## src/rtl/pipeline_stage_regs.sv

```systemverilog
// IF/EX and EX/MEM pipeline registers for the 3-stage RISC-V core, with a
// one-entry fetch hold buffer, EPC capture on interrupt and a retired-instruction counter.
module pipeline_stage_regs #(
  parameter int          XLEN     = 32,
  parameter logic [31:0] NOP_INST = 32'h0000_0013
) (
  input  logic            clk,
  input  logic            reset,
  input  logic            stall,
  input  logic            flush_sel,
  input  logic            interupt_sel,
  input  logic            if_valid,
  input  logic [XLEN-1:0] if_pc,
  input  logic [31:0]     if_inst,
  input  logic [XLEN-1:0] ex_alu_result,
  input  logic            ex_reg_wr,
  input  logic            ex_mem_read,
  output logic            fetch_hold,
  output logic [31:0]     inst_exec,
  output logic [XLEN-1:0] pc_exec,
  output logic            valid_exec,
  output logic [31:0]     inst_mem,
  output logic [XLEN-1:0] pc_mem,
  output logic [XLEN-1:0] alu_mem,
  output logic            reg_wr_mem,
  output logic            mem_read_mem,
  output logic            valid_mem,
  output logic [XLEN-1:0] epc,
  output logic            epc_valid,
  output logic [63:0]     instret
);

  logic [31:0]     inst_ex_q, inst_ex_d;
  logic [XLEN-1:0] pc_ex_q, pc_ex_d;
  logic            vld_ex_q, vld_ex_d;
  logic            buf_vld_q, buf_vld_d;
  logic [XLEN-1:0] buf_pc_q, buf_pc_d;
  logic [31:0]     buf_inst_q, buf_inst_d;

  logic [31:0]     inst_mem_q, inst_mem_d;
  logic [XLEN-1:0] pc_mem_q, pc_mem_d;
  logic [XLEN-1:0] alu_mem_q, alu_mem_d;
  logic            reg_wr_mem_q, reg_wr_mem_d;
  logic            mem_read_mem_q, mem_read_mem_d;
  logic            vld_mem_q, vld_mem_d;

  logic [XLEN-1:0] epc_q, epc_d;
  logic            epc_vld_q, epc_vld_d;
  logic [63:0]     instret_q, instret_d;

  // IF/EX stage: kill > hold (with buffer capture) > drain buffer > take fetch
  always_comb begin
    inst_ex_d  = inst_ex_q;
    pc_ex_d    = pc_ex_q;
    vld_ex_d   = vld_ex_q;
    buf_vld_d  = buf_vld_q;
    buf_pc_d   = buf_pc_q;
    buf_inst_d = buf_inst_q;
    if (interupt_sel || flush_sel) begin
      inst_ex_d = NOP_INST;
      vld_ex_d  = 1'b0;
      buf_vld_d = 1'b0;
    end else if (stall) begin
      // Synchronous IMEM already returned this word; park it so it is not lost.
      if (if_valid && !buf_vld_q) begin
        buf_vld_d  = 1'b1;
        buf_pc_d   = if_pc;
        buf_inst_d = if_inst;
      end
    end else if (buf_vld_q) begin
      inst_ex_d = buf_inst_q;
      pc_ex_d   = buf_pc_q;
      vld_ex_d  = 1'b1;
      buf_vld_d = 1'b0;
    end else begin
      inst_ex_d = if_valid ? if_inst : NOP_INST;
      pc_ex_d   = if_pc;
      vld_ex_d  = if_valid;
    end
  end

  // EX/MEM stage: a flush does not bubble here, so the branch itself advances
  always_comb begin
    inst_mem_d     = inst_mem_q;
    pc_mem_d       = pc_mem_q;
    alu_mem_d      = alu_mem_q;
    reg_wr_mem_d   = reg_wr_mem_q;
    mem_read_mem_d = mem_read_mem_q;
    vld_mem_d      = vld_mem_q;
    if (interupt_sel || stall) begin
      inst_mem_d     = NOP_INST;
      reg_wr_mem_d   = 1'b0;
      mem_read_mem_d = 1'b0;
      vld_mem_d      = 1'b0;
    end else begin
      inst_mem_d     = inst_ex_q;
      pc_mem_d       = pc_ex_q;
      alu_mem_d      = ex_alu_result;
      reg_wr_mem_d   = ex_reg_wr & vld_ex_q;
      mem_read_mem_d = ex_mem_read & vld_ex_q;
      vld_mem_d      = vld_ex_q;
    end
  end

  // Interrupt return point prefers the instruction in EX, then the one being fetched
  always_comb begin
    epc_d     = epc_q;
    epc_vld_d = interupt_sel;
    if (interupt_sel) begin
      if (vld_ex_q) begin
        epc_d = pc_ex_q;
      end else if (if_valid) begin
        epc_d = if_pc;
      end else begin
        epc_d = pc_ex_q;
      end
    end
    instret_d = instret_q + {63'd0, vld_mem_q};
  end

  always_ff @(posedge clk or posedge reset) begin
    if (reset) begin
      inst_ex_q      <= NOP_INST;
      pc_ex_q        <= '0;
      vld_ex_q       <= 1'b0;
      buf_vld_q      <= 1'b0;
      buf_pc_q       <= '0;
      buf_inst_q     <= NOP_INST;
      inst_mem_q     <= NOP_INST;
      pc_mem_q       <= '0;
      alu_mem_q      <= '0;
      reg_wr_mem_q   <= 1'b0;
      mem_read_mem_q <= 1'b0;
      vld_mem_q      <= 1'b0;
      epc_q          <= '0;
      epc_vld_q      <= 1'b0;
      instret_q      <= '0;
    end else begin
      inst_ex_q      <= inst_ex_d;
      pc_ex_q        <= pc_ex_d;
      vld_ex_q       <= vld_ex_d;
      buf_vld_q      <= buf_vld_d;
      buf_pc_q       <= buf_pc_d;
      buf_inst_q     <= buf_inst_d;
      inst_mem_q     <= inst_mem_d;
      pc_mem_q       <= pc_mem_d;
      alu_mem_q      <= alu_mem_d;
      reg_wr_mem_q   <= reg_wr_mem_d;
      mem_read_mem_q <= mem_read_mem_d;
      vld_mem_q      <= vld_mem_d;
      epc_q          <= epc_d;
      epc_vld_q      <= epc_vld_d;
      instret_q      <= instret_d;
    end
  end

  assign fetch_hold   = stall | buf_vld_q;
  assign inst_exec    = inst_ex_q;
  assign pc_exec      = pc_ex_q;
  assign valid_exec   = vld_ex_q;
  assign inst_mem     = inst_mem_q;
  assign pc_mem       = pc_mem_q;
  assign alu_mem      = alu_mem_q;
  assign reg_wr_mem   = reg_wr_mem_q;
  assign mem_read_mem = mem_read_mem_q;
  assign valid_mem    = vld_mem_q;
  assign epc          = epc_q;
  assign epc_valid    = epc_vld_q;
  assign instret      = instret_q;

endmodule

```

## config.mk

```make
export PLATFORM = sky130hd
export DESIGN_NAME = pipeline_stage_regs
export DESIGN_NICKNAME = d
export VERILOG_FILES = /design/src/rtl/pipeline_stage_regs.sv
export SDC_FILE = /design/constraint.sdc
export NUM_CORES = 1
export LEC_CHECK = 0
export CAP_MARGIN = 15
export CORE_ASPECT_RATIO = 0.7
export CORE_MARGIN = 4
export CORE_UTILIZATION = 48
export CTS_CLUSTER_DIAMETER = 50
export DETAILED_ROUTE_END_ITERATION = 8
export MAX_ROUTING_LAYER = met4
export PLACE_DENSITY = 0.79
export SETUP_SLACK_MARGIN = 0.3
export SLEW_MARGIN = 20
export SYNTH_ARGS = -nofsm -noshare
export SYNTH_HDL_FRONTEND = slang
export SYNTH_SLANG_ARGS = --single-unit
```

## constraint.sdc

```tcl
create_clock -name clk -period 14 [get_ports clk]
set_clock_uncertainty 0.05 [all_clocks]
set_input_delay 4.2 -clock clk [delete_from_list [all_inputs] [get_ports clk]]
set_output_delay 4.2 -clock clk [all_outputs]
set_load 0.01 [all_outputs]
```

==> summary.txt, run 1 <==
CTS
  • Post-CTS setup buffer count: 0
  • TritonCTS buffer count: 34
  • Clk sinks: approximately 330
  • CTS resizes: 0
  • H-tree Lvls: 2
  • Worst-path clk slew: roughly 0.060 ns
  • CTS tree: yes
  • Max clock buf depth: 3
  • Root buffer cell: clkbuf_16
  • Hold_buf cts: 0
  • Skew-Pair Late Insertion Delay: roughly 0.51 ns

Synthesis
  • Seq/Total Area, Yosys: between 60 and 70%
  • Xor and xnor fraction of the mapped netlist area: 4.15%
  • Post-synth top area share: 59.8%
  • Adder-Cell Fraction of Synth Area: 0.189%
  • Ys Warns: 0
  • Compound-Gate Fraction of Synth Area: 5.48%
  • EDFF count, synth: 0
  • Synth unique cells: 37
  • Synth Net Count: 1161
  • #FFs+latches synth: 326
  • Syn Std Cell Area: roughly 13000 sq um
  • Top_reg_cell synth: dfrtp_1
  • Multiplexer share of the synthesized area: around 16%
  • Synth Area per Inst: 12.6 sq um
  • Simple-Gate Fraction of Synth Area: roughly 11%
  • Leading post-synthesis cells by cell area: dfrtp_1 60%, mux2_2 11%, mux2i_1 4.8%
  • Largest family of logic cells by synthesized area: multiplexers
  • Yosys top cell by area: dfrtp_1
  • Ys async rst share: 100%
  • Synth Instances: 1055

Detailed routing
  • WL met1: 15.3 mm
  • Met3 routed WL: 2.87 mm
  • WL final: 35.2 mm
  • Metal2 WL: 16.4 mm
  • Total number of vias: 9481
  • Max layer used: met4
  • Iteration-0 DRC Markers: 531
  • DR vias/cell: around 5.3
  • Residual DRC: 0
  • DRT Pass-1 Iters: 5
  • DR WL/cell: 19.5 um
  • Routed Antenna Nets: 0

Cells and area
  • Most frequent cells in the layout: 364 x clkdlybuf4s50_1, 316 x dfrtp_1, 128 x mux2_2
  • Non-Filler Instances: 1804
  • Area Growth Syn to Fin: 38.9%
  • Final Core Density: 68.4%
  • Share of layout cells above drive strength 1: 16.2%
  • Final instance area: 18400 sq um
  • Leading cell type in the layout, fill and taps excluded: clkdlybuf4s50_1
  • NumNets Final: around 1500

Critical path
  • Worst Setup Path Type: in2out
  • CP required: just under 10 ns
  • Worst EP arrival: roughly 5.7 ns
  • Type of origin of the critical path: input pin
  • CP Max Fanout: 13
  • CP endpoint kind: output port

STA
  • Setup TNS: 0 ns
  • Final min period: 9.95 ns
  • Final Hold Violating Endpoints: 0
  • Final setup vio count: 0
  • Slew Viols, Final: 0
  • Relative max-transition margin: 36.1%
  • RSZ-0062 raised after global routing: false
  • Tcrit/Tclk final: slightly above 70%
  • Worst Max-Slew Pin Slew: 0.958 ns
  • Highest clock rate: ~100 MHz

Floorplan
  • # rows: 50
  • Starting Density: 49.2%
  • Die height: 147 um
  • Die area: between 30000 and 40000 sq um
  • Die width: roughly 210 um
  • CORE AREA: 27000 sq um
  • I/O pin total: 366

Status
  • Status: completed

Power
  • Comb pwr share: 16.0%
  • Max VDD drop: 124 uV
  • Sw Ratio: 24.7%
  • Internal: ~0.0018 W
  • Seq pwr share: ~46%
  • Clock power share: between 30 and 40%
  • Net Switching: between 0.0006 and 0.0007 W
  • Power per cell area: around 130 nW/um^2
  • Design Power: 0.00245 W
  • Leakage power: 8.06 nW

Global route
  • Largest net degree at the start of global routing: about 140
  • Vias in the first global route: 9959
  • Gr ovfl total: 0
  • First-pass GRT wire length: 56.1 mm
  • Total track usage: 23.7%
  • Initial antenna violation count: 4

Placement
  • GPL Wtd Cong: 0.854
  • Area after DPL: 17300 sq um
  • Port Buf Inserts: 365
  • HPWL Detailed: between 20 and 25 mm
  • DP Cell Count: between 1500 and 2000

Flow run
  • Max Cap Viol: 0

Min path
  • HP Class: reg2reg
critical path: stages:
cell and delay (ns):
clkdlybuf4s50_1 0.63, or2_2 0.38, clkdlybuf4s50_1 0.49
sequential cells by signal, indices dropped and copies added (netlist names), 32 cells and up:
name        cells
inst_mem       32
buf_pc_q       32
pc_mem         32
pc_exec        32
instret        64
epc            32
alu_mem        32
buf_inst_q     32
inst_exec      32
synth_stat cells (13+ instances only):
master    count
dfrtp_1     317
mux2_2      128
nand2_1      92
mux2i_1      64
nor2_1       62
o21ai_0      62
clkbuf_1     39
xor2_1       35
a21oi_1      33
and2_1       31
a22oi_1      28
xnor2_1      26
nand3_1      24
nor3_1       14
inv_1        13
stage by stage:
stage / hold slack [ns] / setup WS (ns)
5_1_grt: 0.449 / 4.03
4_1_cts: 0.427 / 4.07
3_5_place_dp: 0.413 / 4.07
6_report: 0.425 / 4.05
2_1_floorplan: 0.429 / 0.739
3_3_place_gp: 0.411 / 4.11
worst paths after layout:
kind	start	end	cells after the start	slack, ns
worst max-delay path	stall	fetch_hold	3	4.05
worst min-delay path	instret[63]	instret[63]	1	0.42
worst max register to register	buf_vld_q	buf_pc_q[26]	5	11.14
worst min register to register	instret[63]	instret[63]	1	0.42
max in group asynchronous	reset	inst_exec[21]	4	7.59
min in group asynchronous	reset	alu_mem[3]	2	4.28
per-layer routing:
| layer | vias up | GRT usage [%] |
|---|---|---|
| met5 | - | - |
| met4 | 0 | 4.79 |
| met3 | 46 | 6.93 |
| met2 | 298 | 36.1 |
| met1 | 4753 | 32.2 |
| li1 | 4384 | - |
logic make-up after synthesis:
| kind of cell | Yosys count |
|---|---|
| adders and majority gates | 2 |
| buffers and inverters | 67 |
| xor gates and xnor gates | 62 |
| and+or+nand+nor | 277 |
| muxes | 192 |
| AOI/OAI and AO/OA | 129 |
| DFF | 326 |
layout make-up:
cell class                 count  area [sq um]
fill                        1989          8520
clock buffer                  49          1040
multi-input combinational    662          4860
sequential                   326          8170
timing repair buffer         376          3730
antenna                        4          10.0
clock inverter                10           120
tap                          364           455
inverter                      13          56.3
power groups by stage:
stage	clock network [W]	logic (W)	registers, W
floorplan	0	0.000143	0.00116
global placement	0	0.000386	0.00114
detailed placement	0	0.000395	0.00114
CTS	0.000946	0.000397	0.00113
global route	0.000992	0.000425	0.00114
finish	0.000926	0.000391	0.00113
No activity file was read; power rests on OpenSTA's default activity.
==> run 2: changes to the inputs <==
==> constraint.sdc (replaced) <==
create_clock -name clk -period 9.67 [get_ports clk]
set_clock_uncertainty 0.05 [all_clocks]
set_input_delay 2.901 -clock clk [delete_from_list [all_inputs] [get_ports clk]]
set_output_delay 2.901 -clock clk [all_outputs]
set_load 0.01 [all_outputs]
==> run 2 against run 1 <==
Effect of this change: combinational power up 46%; die area unchanged; highest routed layer unchanged; register-to-register slack worse by 4.2 ns.
==> summary.txt, run 2 (synthesis results as in run 1) <==
STA
  • RSZ-0062 raised after global routing: false
  • Final Hold Violating Endpoints: 0
  • Setup TNS: 0 ns
  • Slew Viols, Final: 0
  • Final setup vio count: 0
  • Tcrit/Tclk final: between 70% and 80%
  • Worst Max-Slew Pin Slew: 0.981 ns
  • Highest clock rate: 137 MHz
  • Relative max-transition margin: 34.6%
  • Final min period: 7.32 ns

Floorplan
  • Starting Density: about half
  • Die area: 30400 sq um
  • # rows: 50
  • CORE AREA: around 27000 sq um
  • Die height: roughly 150 um
  • I/O pin total: between 300 and 400
  • Die width: approximately 210 um

Cells and area
  • Leading cell type in the layout, fill and taps excluded: clkdlybuf4s50_1
  • Most frequent cells in the layout: 364 x clkdlybuf4s50_1, 316 x dfrtp_1, 128 x mux2_2
  • Area Growth Syn to Fin: 39.6%
  • Fill cells: 1876
  • Share of layout cells above drive strength 1: approximately 16%
  • Final Core Density: between 60 and 70%
  • Max reg flops: between 60 and 70
  • NumNets Final: 1521
  • Final instance area: between 15000 and 20000 sq um

Critical path
  • Worst Setup Path Type: in2out
  • CP Max Fanout: 13
  • CP endpoint kind: output port
  • Crit. Startpoint: stall
  • CP required: about 6.7 ns
  • Worst EP arrival: around 4.4 ns
  • R2r startpoint: buf_vld_q
  • Type of origin of the critical path: input pin

Global route
  • Total track usage: between 20% and 30%
  • Gr ovfl total: 0
  • First-pass GRT wire length: 55.6 mm
  • Largest net degree at the start of global routing: 115
  • Initial antenna violation count: 3
  • Vias in the first global route: 9970

Flow run
  • Max Cap Viol: 0

Detailed routing
  • Routed Antenna Nets: 0
  • DR WL/cell: 19.6 um
  • Iteration-0 DRC Markers: 606
  • Residual DRC: 0
  • DRT Pass-1 Iters: 5
  • DR vias/cell: between 5 and 6
  • Total number of vias: 9574
  • WL final: between 30 and 40 mm

CTS
  • TritonCTS buffer count: 34
  • Hold_buf cts: 0
  • Worst-path clk slew: about 0.06 ns
  • Root buffer cell: clkbuf_16
  • Post-CTS setup buffer count: 0
  • CTS resizes: 0
  • Clk sinks: between 300 and 400
  • CTS tree: yes
  • H-tree Lvls: 2
  • Skew-Pair Late Insertion Delay: 0.51 ns
  • Max clock buf depth: 3

Min path
  • Worst hold start: instret[63]
  • HP Class: reg2reg

Placement
  • Port Buf Inserts: approximately 370
  • Area after DPL: 17300 sq um
  • HPWL Detailed: 24.4 mm
  • GPL Wtd Cong: approximately 0.84

Power
  • Max VDD drop: 132 uV
  • Leakage power: between 8 and 9 nW
  • Power per cell area: 194 nW/um^2

Status
  • Status: completed
==> run 2: cell count changes in the layout (fill, tap and decap cells not counted), sizes merged <==
cell / previous run / this run
buf: 12 / 14
clkinvlp: 2 / 3
clkinv: 5 / 3
bufinv: 2 / 4
diode: 4 / 3
clkbuf: 49 / 50
==> run 2: layout make-up <==
| cell class | instances | area (sq um) | area share, % |
|---|---|---|---|
| Timing Repair Buffer | 378 | 3770 | 20.4 |
| Antenna cell | 3 | 7.51 | 0.0405 |
| Sequential cell | 326 | 8170 | 44.1 |
| Clock buffer | 50 | 1040 | 5.64 |
| Clock inverter | 11 | 171 | 0.925 |
| Tap cell | 364 | 455 | 2.46 |
| Multi-Input combinational cell | 662 | 4860 | 26.2 |
| Inverter | 13 | 52.6 | 0.284 |
==> run 2: final timing paths <==
check	to	slack (ns)	depth (start not counted)
max	fetch_hold	2.35	3
min	instret[63]	0.42	1
max reg2reg	buf_pc_q[24]	6.95	5
min reg2reg	instret[63]	0.42	1
max in group asynchronous	buf_pc_q[9]	5.64	3
min in group asynchronous	inst_mem[13]	2.79	2
==> run 2: routing by layer <==
metal / part of all wire (%) / routed length [um] / track usage [%] / vias to the layer above
met5: 0 / 0 / - / -
met4: 2.0 / 690 / 5.42 / 0
met2: 46 / 16100 / 35.5 / 323
met3: 8.4 / 2950 / 7.17 / 57
li1: - / - / - / 4409
met1: 44 / 15600 / 32.5 / 4785
==> run 2: metrics by stage <==
stage	instances	total power (W)	hold WS (ns)	setup WS, ns
floorplan	1055	0.00189	0.429	2.38
global placement	1742	0.00221	0.415	2.35
detailed placement	1742	0.00223	0.412	2.36
CTS	1803	0.00363	0.425	2.35
global route	1806	0.00376	0.445	2.27
finish	1807	0.00360	0.422	2.35
==> run 2: power by group <==
group          switching (W)  internal [W]  total (W)
clock network       0.000533      0.000861    0.00139
registers           0.000105       0.00153    0.00163
logic               0.000238      0.000334   0.000571
total               0.000875       0.00272    0.00360
==> run 2: critical path, cell delays in order <==
cell	delay, ns
clkdlybuf4s50_1	0.62
or2_2	0.37
clkdlybuf4s50_1	0.48
==> run 3: changes to the inputs <==
==> constraint.sdc (replaced) <==
create_clock -name clk -period 6.75 [get_ports clk]
set_clock_uncertainty 0.05 [all_clocks]
set_input_delay 2.025 -clock clk [delete_from_list [all_inputs] [get_ports clk]]
set_output_delay 2.025 -clock clk [all_outputs]
set_load 0.01 [all_outputs]
==> run 3 against run 2 <==
Effect of this change: sequential cell count unchanged; first-iteration DRC count down 28%; combinational power up 44%; via count down 0.90%; clock-buffer cell count up 3; worst hold slack about the same; sequential share of layout area down 0.062 points; global-route usage down 0.11 points; final area up 0.14%; die area unchanged; critical path depth unchanged; total power up 42%.
==> summary.txt, run 3 (synthesis results as in run 1) <==
Status
  • Status: completed

Placement
  • HPWL Detailed: 24.3 mm
  • Place WS: 1.15 ns
  • DP Cell Count: 1741
  • Port Buf Inserts: ~370
  • GPL Wtd Cong: between 0.8 and 0.9

Critical path
  • CP endpoint kind: output port
  • R2r worst-path depth: 6
  • CP Max Fanout: 13
  • R2R setup slack: 3.60 ns
  • CP required: 4.68 ns
  • Worst EP arrival: 3.52 ns
  • Type of origin of the critical path: input pin
  • Worst Setup Path Type: in2out

Detailed routing
  • DR vias/cell: about 5.2
  • DRT Pass-1 Iters: 5
  • Iteration-0 DRC Markers: 436
  • Total number of vias: 9488
  • Residual DRC: 0
  • WL final: 35.5 mm
  • Routed Antenna Nets: 0
  • DR WL/cell: approximately 20 um

Flow run
  • Max Cap Viol: 0

STA
  • Hold WS: 0.422 ns
  • Slack of the critical path: 1.16 ns
  • Slew Viols, Final: 0
  • Final min period: 5.59 ns
  • Setup TNS: 0 ns
  • Highest clock rate: 179 MHz
  • Relative max-transition margin: 29.5%
  • Final Hold Violating Endpoints: 0
  • Tcrit/Tclk final: 82.9%
  • Worst Max-Slew Pin Slew: roughly 1.1 ns
  • Final setup vio count: 0
  • RSZ-0062 raised after global routing: false

CTS
  • Post-CTS setup buffer count: 0
  • Worst-path clk slew: about 0.06 ns
  • CTS tree: yes
  • Clk sinks: between 300 and 400
  • Hold_buf cts: 0
  • Root buffer cell: clkbuf_16
  • H-tree Lvls: 2
  • Skew-Pair Late Insertion Delay: 0.50 ns
  • TritonCTS buffer count: 34
  • CTS resizes: 0
  • Max clock buf depth: 3

Global route
  • Gr ovfl total: 0
  • Largest net degree at the start of global routing: 185
  • Total track usage: a little under a quarter
  • Initial antenna violation count: 2
  • First-pass GRT wire length: 55.5 mm
  • Vias in the first global route: 9878

Cells and area
  • Most frequent cells in the layout: 364 x clkdlybuf4s50_1, 316 x dfrtp_1, 128 x mux2_2
  • Share of layout cells above drive strength 1: around 17%
  • Max reg flops: 64
  • NumNets Final: about 1500
  • Leading cell type in the layout, fill and taps excluded: clkdlybuf4s50_1
  • Non-Filler Instances: 1808
  • Final Core Density: 68.8%
  • Area Growth Syn to Fin: 39.8%
  • Fill cells: 1909

Min path
  • HP Class: reg2reg
  • Hold Path Depth: 1

Floorplan
  • # rows: 50
  • Starting Density: 49.2%
  • Die area: ~30000 sq um
  • Die width: 207 um
  • CORE AREA: 27000 sq um
  • Die height: approximately 150 um
  • I/O pin total: roughly 370

Power
  • Leakage power: 8.12 nW
  • Max VDD drop: approximately 260 uV
  • Power per cell area: 276 nW/um^2
## run 3: worst max-delay path, cell delays in order
cell	delay [ns]
clkdlybuf4s50_1	0.63
or2_2	0.38
clkdlybuf4s50_1	0.48
## run 3: through the flow
step | total power (W) | cell area [sq um]
2_1_floorplan | 0.00270 | 13300
5_1_grt | 0.00536 | 18600
3_3_place_gp | 0.00316 | 17300
4_1_cts | 0.00517 | 18500
3_5_place_dp | 0.00320 | 17300
6_report | 0.00512 | 18600
## run 3: report_power, final
group | total, W | internal, W | leakage (nW) | switching [W]
logic | 0.000825 | 0.000481 | 3.38 | 0.000343
registers | 0.00234 | 0.00219 | 4.15 | 0.000153
clock network | 0.00195 | 0.00119 | 0.593 | 0.000756
total | 0.00512 | 0.00387 | 8.12 | 0.00125
## run 3: area by class of cell
class / instances / area, sq um / area share (%)
Clock buffer: 53 / 1100 / 5.91
Tap cell: 364 / 455 / 2.45
Inverter: 13 / 52.6 / 0.283
Sequential cell: 326 / 8170 / 44.0
Timing Repair Buffer: 378 / 3820 / 20.6
Antenna cell: 3 / 7.51 / 0.0405
Clock inverter: 9 / 97.6 / 0.526
Multi-Input combinational cell: 662 / 4860 / 26.2
## run 3: layer usage
| layer | GRT usage (%) | vias up | wire [um] | share of wire, % |
|---|---|---|---|---|
| li1 | - | 4386 | - | - |
| met1 | 31.8 | 4729 | 15400 | 43 |
| met2 | 36.0 | 312 | 16600 | 47 |
| met3 | 6.69 | 61 | 2850 | 8.0 |
| met4 | 6.04 | 0 | 756 | 2.1 |
| met5 | - | - | 0 | 0 |
## run 3: final timing paths
kind,endpoint,from
max reg2reg,buf_inst_q[7],buf_vld_q
min,instret[63],instret[63]
min in group asynchronous,inst_mem[11],reset
max,fetch_hold,stall
min reg2reg,instret[63],instret[63]
max in group asynchronous,epc_valid,reset
